--- src/rtl/ofs_axi_fim_clk_pkg.sv ---
// FIM clock-domain constants shared by blocks running on the 400 MHz AXI FIM clock.
package ofs_axi_fim_clk_pkg;
    localparam int unsigned AXI_FIM_CLK_HZ = 400_000_000;
endpackage

--- src/rtl/ofs_fim_arb_pkg.sv ---
// Types and constants for the FIM AXI transaction arbiter and its watchdog.
package ofs_fim_arb_pkg;
    localparam int unsigned US_TICK_DIV   = ofs_axi_fim_clk_pkg::AXI_FIM_CLK_HZ / 1_000_000;
    localparam int          TIMEOUT_CNT_W = 16;
    // Wide enough for the largest supported watchdog limit (1023 us).
    localparam int          US_CNT_W      = 10;

    typedef enum logic [1:0] {
        IDLE  = 2'd0,
        GRANT = 2'd1,
        ABORT = 2'd2
    } arb_state_e;
endpackage

--- src/rtl/ofs_fim_us_ticker.sv ---
// Microsecond prescaler: pulses us_tick on the last cycle of each DIV-cycle window.
// A synchronous clear restarts the window so a watchdog can be armed at any point.
module ofs_fim_us_ticker #(
    parameter int unsigned DIV = ofs_fim_arb_pkg::US_TICK_DIV
) (
    input  logic clk,
    input  logic rst_n,
    input  logic en,
    input  logic clr,
    output logic us_tick
);
    localparam int W = (DIV > 1) ? $clog2(DIV) : 1;

    logic [W-1:0] cnt;
    logic         at_wrap;

    assign at_wrap = (cnt == W'(DIV - 1));
    assign us_tick = en && !clr && at_wrap;

    always_ff @(posedge clk or negedge rst_n) begin
        if (!rst_n)
            cnt <= '0;
        else if (clr)
            cnt <= '0;
        else if (en)
            cnt <= at_wrap ? '0 : cnt + W'(1);
    end
endmodule

--- src/rtl/ofs_fim_axi_txn_arb.sv ---
// Round-robin arbiter granting one requester at a time to a shared FIM AXI resource,
// holding the grant until done, with a microsecond watchdog that aborts hung transactions.
module ofs_fim_axi_txn_arb
    import ofs_fim_arb_pkg::*;
#(
    parameter  int          NUM_REQ    = 4,
    parameter  int unsigned CLK_HZ     = ofs_axi_fim_clk_pkg::AXI_FIM_CLK_HZ,
    parameter  int          TIMEOUT_US = 100,
    localparam int          IDX_W      = $clog2(NUM_REQ)
) (
    input  logic                     clk,
    input  logic                     rst_n,
    input  logic [NUM_REQ-1:0]       req,
    input  logic                     done,
    output logic [NUM_REQ-1:0]       grant,
    output logic [IDX_W-1:0]         grant_idx,
    output logic                     busy,
    output logic                     abort,
    output logic [IDX_W-1:0]         abort_idx,
    output logic [TIMEOUT_CNT_W-1:0] timeout_cnt
);
    localparam int unsigned TICK_DIV = CLK_HZ / 1_000_000;

    if (CLK_HZ % 1_000_000 != 0) begin : g_clk_chk
        $error("ofs_fim_axi_txn_arb: CLK_HZ must be a whole number of MHz");
    end
    if (NUM_REQ < 2 || NUM_REQ > 16) begin : g_req_chk
        $error("ofs_fim_axi_txn_arb: NUM_REQ must be 2..16");
    end
    if (TIMEOUT_US < 1 || TIMEOUT_US > 1023) begin : g_to_chk
        $error("ofs_fim_axi_txn_arb: TIMEOUT_US must be 1..1023");
    end

    // Reset asserts asynchronously but releases on a clock edge.
    logic [1:0] rst_sync;
    logic       arst_n;

    always_ff @(posedge clk or negedge rst_n) begin
        if (!rst_n) rst_sync <= 2'b00;
        else        rst_sync <= {rst_sync[0], 1'b1};
    end
    assign arst_n = rst_sync[1];

    arb_state_e          state;
    logic [IDX_W-1:0]    rr_ptr;
    logic [US_CNT_W-1:0] us_cnt;
    logic                us_tick;
    logic                expire;
    logic [IDX_W-1:0]    pick_idx;
    logic [IDX_W-1:0]    ptr_after;

    // First set request at or after ptr, wrapping; the lowest offset wins.
    function automatic logic [IDX_W-1:0] rr_pick(input logic [NUM_REQ-1:0] r,
                                                  input logic [IDX_W-1:0]   ptr);
        int               j;
        logic [IDX_W-1:0] k;
        rr_pick = ptr;
        for (int i = NUM_REQ - 1; i >= 0; i--) begin
            j = int'(ptr) + i;
            if (j >= NUM_REQ) j = j - NUM_REQ;
            k = IDX_W'(j);
            if (r[k]) rr_pick = k;
        end
    endfunction

    assign pick_idx  = rr_pick(req, rr_ptr);
    assign ptr_after = (grant_idx == IDX_W'(NUM_REQ - 1)) ? '0 : grant_idx + IDX_W'(1);
    // Fires on the last cycle of the window so ABORT lands TIMEOUT_US*TICK_DIV cycles after grant.
    assign expire    = us_tick && (us_cnt == US_CNT_W'(TIMEOUT_US - 1));

    ofs_fim_us_ticker #(.DIV(TICK_DIV)) u_ticker (
        .clk     (clk),
        .rst_n   (arst_n),
        .en      (state == GRANT),
        .clr     (state != GRANT),
        .us_tick (us_tick)
    );

    always_ff @(posedge clk or negedge arst_n) begin
        if (!arst_n) begin
            state       <= IDLE;
            grant       <= '0;
            grant_idx   <= '0;
            busy        <= 1'b0;
            abort       <= 1'b0;
            abort_idx   <= '0;
            timeout_cnt <= '0;
            rr_ptr      <= '0;
            us_cnt      <= '0;
        end else begin
            abort <= 1'b0;
            case (state)
                IDLE: begin
                    us_cnt <= '0;
                    if (|req) begin
                        grant_idx <= pick_idx;
                        grant     <= NUM_REQ'(1) << pick_idx;
                        busy      <= 1'b1;
                        state     <= GRANT;
                    end
                end
                GRANT: begin
                    if (done) begin
                        grant  <= '0;
                        busy   <= 1'b0;
                        rr_ptr <= ptr_after;
                        us_cnt <= '0;
                        state  <= IDLE;
                    end else if (expire) begin
                        grant       <= '0;
                        busy        <= 1'b0;
                        rr_ptr      <= ptr_after;
                        us_cnt      <= '0;
                        abort       <= 1'b1;
                        abort_idx   <= grant_idx;
                        timeout_cnt <= (&timeout_cnt) ? timeout_cnt
                                                      : timeout_cnt + TIMEOUT_CNT_W'(1);
                        state       <= ABORT;
                    end else if (us_tick) begin
                        us_cnt <= us_cnt + US_CNT_W'(1);
                    end
                end
                ABORT:   state <= IDLE;
                default: state <= IDLE;
            endcase
        end
    end
endmodule
--- config.mk ---
export PLATFORM = sky130hd
export DESIGN_NAME = ofs_fim_axi_txn_arb
export DESIGN_NICKNAME = d
export VERILOG_FILES = /design/src/rtl/ofs_axi_fim_clk_pkg.sv /design/src/rtl/ofs_fim_arb_pkg.sv /design/src/rtl/ofs_fim_us_ticker.sv /design/src/rtl/ofs_fim_axi_txn_arb.sv
export SDC_FILE = /design/constraint.sdc
export NUM_CORES = 1
export LEC_CHECK = 0
export CAP_MARGIN = 5
export CORE_ASPECT_RATIO = 1.25
export CORE_MARGIN = 5
export CORE_UTILIZATION = 43
export CTS_CLUSTER_DIAMETER = 150
export DETAILED_ROUTE_END_ITERATION = 12
export PLACE_DENSITY_LB_ADDON = 0.05
export SLEW_MARGIN = 5
export SYNTH_ARGS = -nofsm -noshare
export SYNTH_HDL_FRONTEND = slang
export SYNTH_SLANG_ARGS = --single-unit
--- constraint.sdc ---
create_clock -name clk -period 3.7 [get_ports clk]
set_clock_uncertainty 0.15 [all_clocks]
set_input_delay 0.74 -clock clk [delete_from_list [all_inputs] [get_ports clk]]
set_output_delay 0.74 -clock clk [all_outputs]
set_load 0.02 [all_outputs]
=== Yosys cells after proc, flatten, opt, wreduce, memory -nomap -nowiden ===
Index checks and enable logic that the tools add are counted.

* Output and inout port bits: 26
* Bits of input ports: 7
* Bits in writable memories: 0
* Register bits after elaboration: 51
* Logic and storage cells: 99
* ROM bits: 0
* Latch bits: 0
* Memories: 0

* Eq/ne operators: 8
* Bitwise gates (word level): 2
* $add $sub $neg: 11
* Reduce and logical (&&, ||, !) cells: 17
* Divide/modulo/power cells: 0
* $mul: 0
* Shift-type cells: 1
* Mux-type cells: 41
* $lt $le $gt $ge: 8

{| class="wikitable"
|+ Operator list
! cell !! number
|-
| two-way mux 10 bit || 3
|-
| two-way mux 2 bit || 14
|-
| two-way mux 9 bit || 3
|-
| one-hot mux 10 bit (2 select lines) || 1
|-
| adder 16 x 1 -> 16 bit (second input constant) || 1
|-
| AND reduction 16 bit || 1
|-
| less-than comparator 2 x 3 -> 1 bit (second input constant) || 4
|-
| two-way mux 4 bit || 3
|-
| adder 10 x 1 -> 10 bit (second input constant) || 1
|-
| == test 10 x 7 -> 1 bit (second input constant) || 1
|-
| two-way mux 1 bit || 10
|-
| adder 9 x 1 -> 9 bit (second input constant) || 1
|-
| == test 9 bit (second input constant) || 1
|-
| greater-or-equal comparator 3 bit (second input constant) || 3
|-
| binary-select mux 1 bit (select 2 bit) || 4
|-
| one-hot mux 4 bit (2 select lines) || 1
|-
| AND reduction 2 bit || 4
|-
| subtractor 2 x 1 -> 2 bit (second input constant) || 4
|-
| adder 2 x 2 -> 3 bit (second input constant) || 2
|-
| AND reduction 3 bit || 2
|-
| nonzero test 2 bit || 3
|-
| inequality test 4 bit (second input constant) || 1
|-
| one-hot mux 2 bit (2 select lines) || 1
|-
| AND reduction 4 bit || 1
|-
| 15 further kinds || 18
|}

=== Depth between registers and ports, before layout ===
* Word-level depth: 12
* Mapped depth: 7
* Mapped depth without buffers: 7

=== By module ===
From an unflattened synthesis, not the netlist that was laid out.

* Cell total of the unflattened synthesis: 238
* Area, all modules: 2542.4 um^2

{| class="wikitable"
|+ By module, submodules not included
! module !! seq. area each (um^2) !! cells each !! instances !! area each (um^2)
|-
| ofs_fim_axi_txn_arb || 1051.0 || 182 || 1 || 1981.9
|-
| ofs_fim_us_ticker || 225.2 || 56 || 1 || 560.5
|}

=== Least setup slack after synthesis ===
No wires, ideal clock.

* Path type: input to register
* From: input port done
* To: register timeout_cnt[1]
* Path buffers: 0
* Data required time: 3.425 ns
* Arrival: 1.813 ns
* Stages: 4
* Setup slack: 1.613 ns
* Path through: nor3b_2 nand3_4 nor2_1 mux2_2

* Word-level cells in the longest chain between the ends: 2

{| class="wikitable"
|+ RTL lines
! what !! RTL line !! text
|-
| start, declared || ofs_fim_axi_txn_arb.sv:14 || <nowiki>input logic done,</nowiki>
|-
| inverter 1 bit (no line) || - ||
|-
| AND reduction 4 bit (no line) || - ||
|-
| end signal, assigned || ofs_fim_axi_txn_arb.sv:116 || <nowiki>timeout_cnt <= (&timeout_cnt) ? timeout_cnt</nowiki>
|-
| end, declared || ofs_fim_axi_txn_arb.sv:20 || <nowiki>output logic [TIMEOUT_CNT_W-1:0] timeout_cnt</nowiki>
|}

Every way passes these cells.
A chain may end at the register's enable or synchronous reset.

=== Worst setup path after layout ===
Same ends and word-level chain as after synthesis.

==> flow_summary.toml <==
[global_route]
grt_pass1_wl_um = 8870
grt_antenna_before_repair = 0
grt_max_degree = 42
grt_pass1_vias = 1830
grt_overflow_total = 0
grt_usage_pct = 15.1

[sta]
tns_ns = 0
setup_ws_ns = 1.32
setup_viol = 0
max_freq_ghz = 0.419
fin_crit_ns = 2.38
maxSlewViolCount = 0
relSlewSlack_pct = 39.8
tightest_slew_ns = 0.904
rsz0062_at_grt = "no"
hold_viol_final = 0
period_share_pct = 64.4

[placed_design]
portBuffers = 32
pre_cts_ws_ns = 0.974
gp_congestion = 0.826
dpl.hpwl_um = 3730

[detailed_routing]
firstDrtPassIters = 4
vias = 1852
ant_nets = 0
drc_errors = 0
wl_per_cell_um = 14.7
drtIter0Drc = 74
viasPerCell = 5.48
wl_um = 4980

[critical_path]
worstRegToRegCells = 5
arrival_ns = 2.42
crit_path_top_delay_cell = "clkdlybuf4s50_1"
critPathCaptureType = "flop"
critPathKind = "primary input to flop"
path_delay_family = "simple AND/OR/NAND/NOR gates"
cpPeakStageDelay_ns = 0.47
crit_cells = 5
crit_buf_inv = 1
cp_data_required_time_ns = 3.74
cp_max_fo = 8
start_kind = "primary input"
path_cells = "clkdlybuf4s50_1 > nor3b_2 > nand3_4 > nor2_1 > mux2_2"

[cells_and_area]
syn_to_final_growth_pct = 18.9
nFillCells = 537
antenna_cells = 0
fin_nets = 283
utilization_pct = 52.2
post_route_cells_drive_above_1_share_pct = 11.8

[run_status]
outcome = "finished, final reports clean"

[floorplanning]
start_util_pct = 43.9
coreArea_um2 = 5740
io-pin-count = 33
die_h_um = 95.6
die-area_um2 = 7500
die_w_um = 78.5
rows = 31

[clock_tree]
clockBufferDepth = 2
cts_hold_buf = 0
post_cts_buffers = 0
h-tree-depth = 2
insertion_delay_ns = 0.29
cts_tree = "yes"
cts_buffers = 5
cts_resized = 0
cts_root_buffer = "clkbuf_8"
clk_pin_slew_ns = 0.09
clock_sinks = 51

[logic_synthesis]
syn_area_um2 = 2520
yosysMostFrequentCell = "dfrtp_1"
synth_flop_cell = "dfrtp_1"
ys.warnings.count = 0
syn_inst = 235
yosysUniqueCellTypes = 50
avgSynthCellArea_um2 = 10.7
netlist_top_cells_area = "dfrtp_1, xnor2_1, nor2_1"
synth_edf_count = 0
syn-num-nets = 246
ys_seq_elements = 51
async_reset_ff_share_pct = 100
ys_seq_area_share_pct = 50.6
synth_top_area_share_pct = 50.6
synthTopCellsByCount = "dfrtp_1, nor2_1, nand2_1"
synth_top_cell_by_area = "dfrtp_1"

[pwr]
p_leak_nw = 1.33
clkPwrFrac_pct = 23.4
pwr_density_cell_nw_per_um2 = 454
comb_power_share_pct = 26.0
vdd_drop_max_mv = 0.222
power_frac_seq_pct = 50.6
sw_frac_of_total_pct = 31.5
p_switching_mw = 0.429
p_int_mw = 0.932

[hold_path]
min_path_cells = 0
hold_class = "flop to flop"

[flow_run]
max_cap_viol_count = 0
-- per-stage QoR --
step	power (mW)	hold WS [ns]	instance area, µm²	cells
after floorplan	0.918	0.181	2520	235
after global placement	1.06	0.184	2910	331
after detailed placement	1.06	0.187	2910	331
after CTS	1.38	0.216	3000	338
after global routing	1.46	0.221	3000	338
final	1.36	0.211	3000	338
-- cell families (layout without fill, tap and decap cells) --
group	after synthesis	in the layout	share of synthesized area [%]
buffers and inverters	8	45	1.64
adders and majority gates	4	4	1.99
xor gates and xnor gates	26	26	9.03
AOI/OAI and AO/OA	29	29	8.09
DFF	51	51	50.6
and+or+nand+nor	112	112	26.7
other	1	1	0.149
muxes	4	4	1.79
-- worst reg2reg max path: cells and delay by family (launching register included) --
family / cells / cell delay (ns)
AND/OR/NAND/NOR: 3 / 0.90
flip-flops: 1 / 0.42
multiplexers: 1 / 0.35
AO/OA/AOI/OAI: 1 / 0.21
-- layout make-up --
type / count / area, µm² / share of cell area, %
multi-input cells: 176 / 1200 / 40.2
clock buffers: 6 / 82.6 / 2.75
flip-flops and latches: 51 / 1280 / 42.6
clock inverters: 1 / 5.00 / 0.167
repair buffers: 33 / 328 / 10.9
well taps: 66 / 82.6 / 2.75
inverters: 5 / 18.8 / 0.626
-- worst paths after layout --
kind                                 startpoint              to  slack, ns
worst min-delay path                rst_sync[0]     rst_sync[1]       0.21
max in group asynchronous           rst_sync[1]  timeout_cnt[6]       2.47
worst max register to register  u_ticker.cnt[4]       rr_ptr[0]       1.56
worst max-delay path                       done  timeout_cnt[1]       1.32
worst min register to register      rst_sync[0]     rst_sync[1]       0.21
min in group asynchronous           rst_sync[1]       us_cnt[6]       0.26
-- registers in the layout (all words and copies together), names as in the netlist --
name          flops
busy              1
grant             4
rst_sync          2
grant_idx         2
us_cnt           10
state             2
abort             1
rr_ptr            2
u_ticker.cnt      9
abort_idx         2
timeout_cnt      16
-- routing by layer --
layer  part of all wire (%)  wire length, µm  vias up  global-route usage (%)
met5                      0                0        -                       0
met3                    4.5              222       11                    3.31
met1                     45             2240      889                    19.2
met2                     48             2380       45                    24.7
met4                    2.7              137        0                    6.56
li1                       -                -      907                       -
-- cells in the final DEF (no fill, tap or decap), types with 5 or more instances in the layout --
cell type	n
a21oi_1	6
and3_1	9
clkbuf_8	6
clkdlybuf4s50_1	32
dfrtp_1	50
nand2_1	19
nand3_1	15
nand4_1	6
nor2_1	27
nor3_1	5
xnor2_1	15
xor2_1	11
-- power by group through the flow --
stage | Combinational (mW) | Clock (mW) | Sequential, mW
CTS | 0.360 | 0.335 | 0.690
detailed placement | 0.357 | 0 | 0.700
global placement | 0.357 | 0 | 0.701
global route | 0.399 | 0.360 | 0.702
floorplan | 0.195 | 0 | 0.723
finish | 0.353 | 0.319 | 0.689
Power figures use the tool's default switching activity.
